==> config.mk <==
export PLATFORM = sky130hd
export DESIGN_NAME = sm83_timer
export DESIGN_NICKNAME = d
export VERILOG_FILES = /design/src/rtl/sm83_timer.sv
export SDC_FILE = /design/constraint.sdc
export NUM_CORES = 1
export LEC_CHECK = 0
export ABC_AREA = 1
export CAP_MARGIN = 0
export CORE_MARGIN = 5
export CORE_UTILIZATION = 32
export CTS_CLUSTER_DIAMETER = 150
export DETAILED_ROUTE_END_ITERATION = 8
export RECOVER_POWER = 100
export SLEW_MARGIN = 20
export SYNTH_ARGS = -nofsm -noshare
export SYNTH_HDL_FRONTEND = slang
export SYNTH_SLANG_ARGS = --single-unit
==> constraint.sdc <==
create_clock -name clk -period 3.3 [get_ports clk]
set_input_delay 0.99 -clock clk [delete_from_list [all_inputs] [get_ports clk]]
set_output_delay 0.99 -clock clk [all_outputs]
set_load 0.02 [all_outputs]
==> src/rtl/sm83_timer.sv <==
// sm83_timer: memory-mapped DIV/TIMA/TMA/TAC timer for the SM83 CPU bus.
// The registers sit at BASE_ADR..BASE_ADR+3. irq is a level that stays high
// until the CPU acknowledges it on iack.
// Optional feature: define TIMER_RELOAD_DELAY_EN to hold TIMA at 8'h00 for
// RELOAD_DLY ticks after an overflow before the TMA reload and irq.
module sm83_timer #(
  parameter logic [15:0] BASE_ADR   = 16'hff04,
  parameter int          RELOAD_DLY = 4
) (
  input  logic        clk,
  input  logic        nreset,
  input  logic        tick,
  input  logic [15:0] adr,
  input  logic [7:0]  din,
  output logic [7:0]  dout,
  output logic        sel,
  input  logic        rd,
  input  logic        wr,
  output logic        irq,
  input  logic        iack
);

  logic [15:0] div;
  logic [7:0]  tima;
  logic [7:0]  tma;
  logic [2:0]  tac;
  logic        t_in;
  logic        t_in_q;
  logic        tima_inc;
  logic        reload;
  logic [15:0] offset;
  logic        wr_div;
  logic        wr_tima;
  logic        wr_tma;
  logic        wr_tac;
  logic [7:0]  tma_next;

  // The window is found by offset from the base, so any base alignment works.
  assign offset   = adr - BASE_ADR;
  assign sel      = (offset[15:2] == 14'd0);
  assign wr_div   = wr && sel && (offset[1:0] == 2'd0);
  assign wr_tima  = wr && sel && (offset[1:0] == 2'd1);
  assign wr_tma   = wr && sel && (offset[1:0] == 2'd2);
  assign wr_tac   = wr && sel && (offset[1:0] == 2'd3);
  // A TMA write that lands on the reload edge reloads the freshly written value.
  assign tma_next = wr_tma ? din : tma;
  assign tima_inc = t_in_q & ~t_in;

  // Select the divider tap that clocks TIMA; a disabled timer holds t_in low.
  always_comb begin
    t_in = 1'b0;
    case (tac[1:0])
      2'd0:    t_in = div[9];
      2'd1:    t_in = div[3];
      2'd2:    t_in = div[5];
      default: t_in = div[7];
    endcase
    t_in = t_in & tac[2];
  end

  // The read mux drives 8'hff whenever this peripheral is not being read.
  always_comb begin
    dout = 8'hff;
    if (sel && rd) begin
      case (offset[1:0])
        2'd0:    dout = div[15:8];
        2'd1:    dout = tima;
        2'd2:    dout = tma;
        default: dout = {5'b11111, tac};
      endcase
    end
  end

  // The divider advances on each tick, and any DIV write clears it even on a tick edge.
  always_ff @(posedge clk) begin
    if (!nreset)
      div <= 16'h0000;
    else if (wr_div)
      div <= 16'h0000;
    else if (tick)
      div <= div + 16'd1;
  end

  // TMA and TAC are plain CPU-written registers.
  always_ff @(posedge clk) begin
    if (!nreset) begin
      tma <= 8'h00;
      tac <= 3'b000;
    end else begin
      if (wr_tma)
        tma <= din;
      if (wr_tac)
        tac <= din[2:0];
    end
  end

  // t_in is sampled on every clock so that a falling edge caused by DIV or TAC writes also counts.
  always_ff @(posedge clk) begin
    if (!nreset)
      t_in_q <= 1'b0;
    else
      t_in_q <= t_in;
  end

`ifdef TIMER_RELOAD_DELAY_EN
  localparam int CW = $clog2(RELOAD_DLY + 1);
  logic [CW-1:0] ovf_cnt;

  // The reload fires on the tick that brings the pending delay down to zero.
  assign reload = !wr_tima && tick && (ovf_cnt == CW'(1));

  // While a reload is pending, TIMA holds 8'h00 and ignores further increments.
  // A CPU write to TIMA cancels the pending reload.
  always_ff @(posedge clk) begin
    if (!nreset) begin
      tima    <= 8'h00;
      ovf_cnt <= '0;
    end else if (wr_tima) begin
      tima    <= din;
      ovf_cnt <= '0;
    end else if (ovf_cnt != '0) begin
      if (tick)
        ovf_cnt <= ovf_cnt - CW'(1);
      if (reload)
        tima <= tma_next;
    end else if (tima_inc) begin
      tima <= tima + 8'd1;
      if (tima == 8'hff)
        ovf_cnt <= CW'(RELOAD_DLY);
    end
  end
`else
  // The reload happens on the same edge as the overflowing increment.
  assign reload = !wr_tima && tima_inc && (tima == 8'hff);

  // A CPU write to TIMA beats both the increment and the reload.
  always_ff @(posedge clk) begin
    if (!nreset)
      tima <= 8'h00;
    else if (wr_tima)
      tima <= din;
    else if (reload)
      tima <= tma_next;
    else if (tima_inc)
      tima <= tima + 8'd1;
  end
`endif

  // The interrupt request is set on reload and cleared on acknowledge; a new reload beats iack.
  always_ff @(posedge clk) begin
    if (!nreset)
      irq <= 1'b0;
    else if (reload)
      irq <= 1'b1;
    else if (iack)
      irq <= 1'b0;
  end

endmodule

After elaboration in Yosys (flattened, before gate mapping)
Cells that the tools add are included.

word-level totals
  word-level logic and storage cells = 43
  input bits = 30
  bits in registers = 37

operators by class
  multiplexer cells = 9
  equal/unequal tests = 6
  reductions and logical operators = 15
  bitwise logic cells = 4
  $add $sub $neg = 3

operators by type and width
  cell                      number
  $mux W8                   5
  $pmux W8 S3               1
  $add A16 B1 Y16 const B   1
  $sub A16 B16 Y16 const B  1
  $logic_not A14 Y1         1
  $add A8 B1 Y8 const B     1
  $eq A8 B8 Y1 const B      1
  $logic_and A1 B1 Y1       8
  $eq A2 B2 Y1 const B      3
  $eq A2 B1 Y1 const B      2
  $logic_not A2 Y1          2
  $pmux W1 S3               1
  $reduce_bool A3 Y1        1
  $and A1 B1 Y1             2
  $mux W1                   2
  $not A1 Y1                2
  $reduce_bool A2 Y1        1
  $reduce_or A2 Y1          1
  $logic_not A1 Y1          1

Longest topological paths before layout
Gate-level depths: netlist of the first run.

  depth in word-level cells = 9
  depth in mapped cells = 15
  mapped depth without buffers = 15

Worst setup path after synthesis of the first run
OpenSTA, ideal clock, no wires.

  path kind = input-to-output
  start = input adr[4]
  end = output dout[4]
  arrival = 2,179 ps
  required time = 2,310 ps
  path slack = 131 ps
  stages = 8
  path buffers = 0
  cells stage by stage = nor2_1 -> nand3_2 -> nand3_1 -> nand2_2 -> nand2_4 -> inv_4 -> nor3b_2 -> nand4_1

between the ends
  longest elaborated chain between the ends = 4

RTL lines
  what                 RTL line  source
  start, declared      13        input logic [15:0] adr,
  $sub A16 B16 Y16     39        assign offset = adr - BASE_ADR;
  $logic_not A14 Y1    40        assign sel = (offset[15:2] == 14'd0);
  $logic_and A1 B1 Y1  64        if (sel && rd) begin
  $mux W8              64
  end, declared        15        output logic [7:0] dout,

Every way passes these cells.

Worst setup path in the final report of the first run
  start = input adr[13]
  end = output dout[2]

Same word-level chain as after synthesis.

==> reports/results.txt, run 1 <==
GRT busiest layer: met2
slowest stage cell, crit path: nor3b_2
Final Hold Fails: 0
clock skew: 6.31 ps
num rows: 31
WP data arrival: 2270 ps
Post-Route Setup TNS: 0 ps
Worst slew margin: 36.3%
max-cap violations: 0
clk buf depth: 2
Post-Syn Area: 0.00233 sq mm
Fin Hold WS: 476 ps
Post-Syn Instances: 341
synth warn: 0
vias in the first global route: 2,293
Die Width: 95.4 microns
Post-DP HPWL: 4970 microns
pin count of the biggest net entering global routing: 22
Starting Density: 32.5%
CP dominant cell by count: buf_4
area added between synthesis and finish: 33.0%
Worst Path Buf+Inv: 4
static leakage: 1.15 nW
DRC violations left: 0
first-pass GRT wire length: 10,500 microns
GP Congestion: 0.919
syn_area_per_cell: 6.84 sq um
Clk Latency, worst-skew pair: 300 ps
vias: 2,439
critical path capture point type: primary output
DR iter-0 viols: 111
fin nets: 437
leading cell types in the layout, fill and taps excluded: nand2_1, inv_1, dfxtp_1
Post-DRT Antenna Nets: 0
Main synth FF type: dfxtp_1
CP Cell Sequence: buf_2 -> buf_4 -> nor2_2 -> nand4_1 -> nand2_1 -> nand3_2 -> nor3b_2 -> buf_6 -> o211ai_1 -> buf_4
post-synth net total: 373
most common cell after layout, fill and taps aside: nand2_1
Post-synth ARST share: 0%
Distinct cells, synth: 42
Top delay family on crit path: buffers and inverters
DP Cell Count: 495
max incr delay on CP: 190 ps
CTS tree: yes
critical path type: in2out
post-layout util: 43.3%
Tot GR Track Use: 14.9%
htree depth: 2
Critical Path Start Type: input pin
drt wl/cell: 12.9 microns
GRT met2 Usage: 23.4%
CP Max Fanout: 8
Setup Viol. Count Final: 0
Routed WL: 6520 microns
Cell Pwr Density: 285 mW/mm^2
gr ovfl total: 0
DIE AREA: 0.00910 sq mm
clock sink count: 37
drt pass-1 iters: 4
Yosys reg bits: 37
DR vias/cell: 4.82
CORE AREA: 0.00718 sq mm
WP data required: 2310 ps
actual slew at the worst max-slew pin: 955 ps
outcome: finished, final reports clean
clock-pin slew on the worst setup and hold paths: 80 ps
Tmin final: 3260 ps
RSZ-0062 raised after global routing: true
Pins Over Slew Limit: 0
Ports: 40
clk root buf: clkbuf_8
Hold Crit Class: reg2reg
fin crit share: 98.9%
register area share after synthesis: 31.7%
share of cells above drive strength 1: 26.6%
total power: 886 uW
post-route insts no fill: 506
antenna violations before repair: 1
Achievable Freq: 306 MHz
number of flops mapped to enable cells by yosys: 0
met3 usage: 3.39%
met1 usage in global routing: 19.7%
die height: 95.4 microns
maximum VDD drop: 124 uV
CTS buffer count: 5
Buffers on Ports: 39
Hold-fix buffers, CTS: 0
-- cells by family (layout without fill, tap and decap cells) --
family,count (synthesis),count (layout),share of synthesized area (%)
other,0,1,0
XOR/XNOR,11,11,4.13
flip-flops,37,37,31.7
AO/OA/AOI/OAI,61,61,15.6
adder cells (fa/ha/maj),2,2,1.07
AND/OR/NAND/NOR,175,175,38.1
buffers and inverters,55,120,9.38
-- path summary, 6_finish.rpt --
path         cells after the start            startpoint  slack [ps]              endpoint
min reg2reg                      2      irq$_SDFFE_PN0P_         480      irq$_SDFFE_PN0P_
max reg2reg                     10  tima[0]$_SDFFE_PN0P_         980  tima[7]$_SDFFE_PN0P_
min                              2      irq$_SDFFE_PN0P_         480      irq$_SDFFE_PN0P_
max                             10               adr[13]          40               dout[2]
-- synthesized netlist by cell type, types with 4 or more instances --
cell type	instances	share of area, %
nand2_1	70	11
nor3_1	7	1.5
o211ai_1	4	1.3
nand2_2	6	1.6
o21ai_0	13	2.8
nand3_1	21	4.5
dfxtp_1	37	32
nor3_2	4	1.7
xor2_1	8	3.0
inv_1	46	7.4
nor2_2	8	2.1
nand4_1	6	1.6
a21oi_1	30	6.4
nor2_1	36	5.8
-- cell type report --
cell class / count / area (sq um)
antenna: 1 / 2.50
clock buffer: 5 / 68.8
clock inverter: 3 / 17.5
fill: 754 / 4070
inverter: 50 / 206
multi-input combinational: 249 / 1430
sequential: 37 / 741
tap: 99 / 124
timing repair buffer: 62 / 514
-- tightest hold or removal path, stage by stage (launching register included) --
cell and delay, ps:
dfxtp_1 320, nand2_1 60, a21oi_1 50
-- timing repair --
action / CTS / global route
pin swaps: 22 / 9
setup endpoints to repair: 9 / 9
setup buffers: 2 / 1
gates resized for setup: 110 / 29
-- routing by layer --
layer | vias to the layer above | wire (microns)
met4 | 0 | 99
li1 | 1248 | -
met5 | - | 0
met3 | 10 | 484
met2 | 74 | 2930
met1 | 1107 | 3010
-- registers in the layout, summed over array words and instances, names as in the netlist --
register  count
tma           8
t_in_q        1
tima          8
div          16
irq           1
tac           3
-- metrics by stage --
| stage | instance area (sq um) | worst slack, ps |
|---|---|---|
| after CTS | 3050 | 3.03 |
| after detailed placement | 2990 | -749 |
| final | 3100 | 37.3 |
| after global routing | 3100 | -45.5 |
| after floorplan | 2330 | 131 |
| after global placement | 2990 | -728 |
-- where the power goes --
group / internal (mW) / switching (mW)
Sequential: 0.448 / 0.00166
Clock: 0.146 / 0.175
Combinational: 0.0562 / 0.0591
(Power assumes the default switching activity.)
==> run 2: changes to the inputs <==
- CTS_BUF_LIST: not set -> sky130_fd_sc_hd__clkbuf_16
==> run 2 against run 1 <==
Against the previous run: critical path depth unchanged; combinational power about the same; cell count is the same; via count fell by 0.16%; hold slack got worse by 2.0 ps; worst setup slack gained 6.6 ps; sequential cell count unchanged; clock skew decreased by 2.3 ps; critical endpoint unchanged.
==> reports/results.txt, run 2 (same netlist as run 1, synthesis figures left out) <==
Cell Pwr Density: 327 mW/mm^2 (was 285 mW/mm^2)
outcome: finished, final reports clean (unchanged)
sequential share of power: 43.5% (was 50.7%)
Starting Density: 32.5% (unchanged)
clock power share: 45.3% (was 36.3%)
gr ovfl total: 0 (unchanged)
critical path capture point type: primary output (unchanged)
FF/Latch Area: 741 sq um (unchanged)
Hold Crit Class: reg2reg (unchanged)
Tmin final: 3260 ps (about the same)
Hold-fix buffers, CTS: 0 (unchanged)
Worst slew margin: 34.7% (was 36.3%)
number of fill cells: 748 (was 754)
critical path type: in2out (unchanged)
Int Pwr: 782 uW (was 650 uW)
leading cell types in the layout, fill and taps excluded: nand2_1, inv_1, dfxtp_1 (unchanged)
clock-pin slew on the worst setup and hold paths: 60 ps (was 80 ps)
switch share: 24.4% (was 26.7%)
clock sink count: 37 (unchanged)
Largest register FFs: 16 (unchanged)
Setup Viol. Count Final: 0 (unchanged)
clk buf depth: 2 (unchanged)
post-route cell area: 0.00316 sq mm (was 0.00310 sq mm)
vias: 2,435 (was 2,439)
post-layout util: 44.0% (was 43.3%)
DIE AREA: 0.00910 sq mm (unchanged)
maximum VDD drop: 194 uV (was 124 uV)
Post-DP HPWL: 4970 microns (unchanged)
Final Hold Fails: 0 (unchanged)
Buffers on Ports: 39 (unchanged)
DRC violations left: 0 (unchanged)
fin crit share: 98.7% (was 98.9%)
Post-DRT Antenna Nets: 0 (unchanged)
GP Congestion: 0.919 (unchanged)
min setup slack post-route: 43.9 ps (was 37.3 ps)
Achievable Freq: 307 MHz (was 306 MHz)
combinational group share of total power: 11.2% (was 13.0%)
placement-stage cell area: 0.00299 sq mm (unchanged)
DR vias/cell: 4.81 (was 4.82)
Fin Hold WS: 474 ps (was 476 ps)
clock skew: 4.01 ps (was 6.31 ps)
htree depth: 2 (unchanged)
vias in the first global route: 2,327 (was 2,293)
CTS buffer count: 5 (unchanged)
CTS tree: yes (unchanged)
Place WS: -749 ps (unchanged)
RSZ-0062 raised after global routing: true (unchanged)
area of the multi-input gates: 0.00143 sq mm (unchanged)
Top reg by flops: div (unchanged)
max incr delay on CP: 190 ps (about the same)
die height: 95.4 microns (unchanged)
CORE AREA: 0.00718 sq mm (unchanged)
WP data required: 2310 ps (about the same)
Sw Pwr: 253 uW (was 236 uW)
Die Width: 95.4 microns (unchanged)
Post-Route Setup TNS: 0 ps (unchanged)
antenna violations before repair: 1 (unchanged)
slowest stage cell, crit path: nor3b_2 (unchanged)
WP data arrival: 2270 ps (about the same)
Pins Over Slew Limit: 0 (unchanged)
CP Cell Sequence: buf_2 -> buf_4 -> nor2_2 -> nand4_1 -> nand2_1 -> nand3_2 -> nor3b_2 -> buf_6 -> o211ai_1 -> buf_4 (unchanged)
num rows: 31 (unchanged)
Ports: 40 (unchanged)
Routed WL: 6590 microns (was 6520 microns)
max-cap violations: 0 (unchanged)
clk root buf: clkbuf_16 (was clkbuf_8)
CP Max Fanout: 8 (unchanged)
share of cells above drive strength 1: 26.6% (unchanged)
first-pass GRT wire length: 10,600 microns (was 10,500 microns)
area added between synthesis and finish: 35.4% (was 33.0%)
static leakage: 1.18 nW (was 1.15 nW)
drt wl/cell: 13.0 microns (was 12.9 microns)
actual slew at the worst max-slew pin: 980 ps (was 955 ps)
flop2flop setup slack: 1000 ps (was 980 ps)
Clk Latency, worst-skew pair: 280 ps (was 300 ps)
pin count of the biggest net entering global routing: 22 (unchanged)
largest registers: div: 16 flops, tima: 8 flops, tma: 8 flops (unchanged)
DR iter-0 viols: 176 (was 111)
Tot GR Track Use: 15.0% (was 14.9%)
fin nets: 437 (unchanged)
most common cell after layout, fill and taps aside: nand2_1 (unchanged)
Critical Path Start Type: input pin (unchanged)
drt pass-1 iters: 4 (unchanged)
CP dominant cell by count: buf_4 (unchanged)
-- run 2: power groups by stage --
stage	Clock (mW)	Sequential (mW)	Combinational, mW
2_1_floorplan	0	0.460	0.0422
3_3_place_gp	0	0.460	0.109
3_5_place_dp	0	0.460	0.110
4_1_cts	0.481	0.450	0.110
5_1_grt	0.496	0.450	0.126
6_report	0.468	0.450	0.116
-- run 2: final cells by class --
| cell class | count | area share [%] |
|---|---|---|
| Timing Repair Buffer | 62 | 16.3 |
| Antenna cell | 1 | 0.0792 |
| Inverter | 50 | 6.53 |
| Clock inverter | 3 | 0.554 |
| Clock buffer | 5 | 3.96 |
| Multi-Input combinational cell | 249 | 45.2 |
| Tap cell | 99 | 3.92 |
| Sequential cell | 37 | 23.4 |
-- run 2: stage by stage --
step / power [mW] / instances
finish: 1.03 / 506
global route: 1.07 / 506
CTS: 1.04 / 504
detailed placement: 0.570 / 495
global placement: 0.569 / 495
floorplan: 0.502 / 341
-- run 2: path summary, 6_finish.rpt --
path,from,end,depth (start not counted)
max,adr[13],dout[2],10
min,irq$_SDFFE_PN0P_,irq$_SDFFE_PN0P_,2
max reg2reg,tima[0]$_SDFFE_PN0P_,tima[7]$_SDFFE_PN0P_,10
min reg2reg,irq$_SDFFE_PN0P_,irq$_SDFFE_PN0P_,2
-- run 2: critical path: cells and delay by family --
kind	cells	cell delay [ps]
buf+inv	4	600
simple gates	5	550
compound gates	1	120
-- run 2: per-layer routing --
| metal | global-route usage (%) | share of wire, % |
|---|---|---|
| met3 | 2.92 | 6.0 |
| met5 | 0 | 0 |
| met2 | 23.4 | 44 |
| met1 | 20.2 | 48 |
| met4 | 6.16 | 2.1 |
-- run 2: what timing repair did --
action                     4_1_cts  5_1_grt
setup endpoints to repair        9        9
gates resized for setup        110       29
buffers inserted                 2        1
pin swaps                       22        9
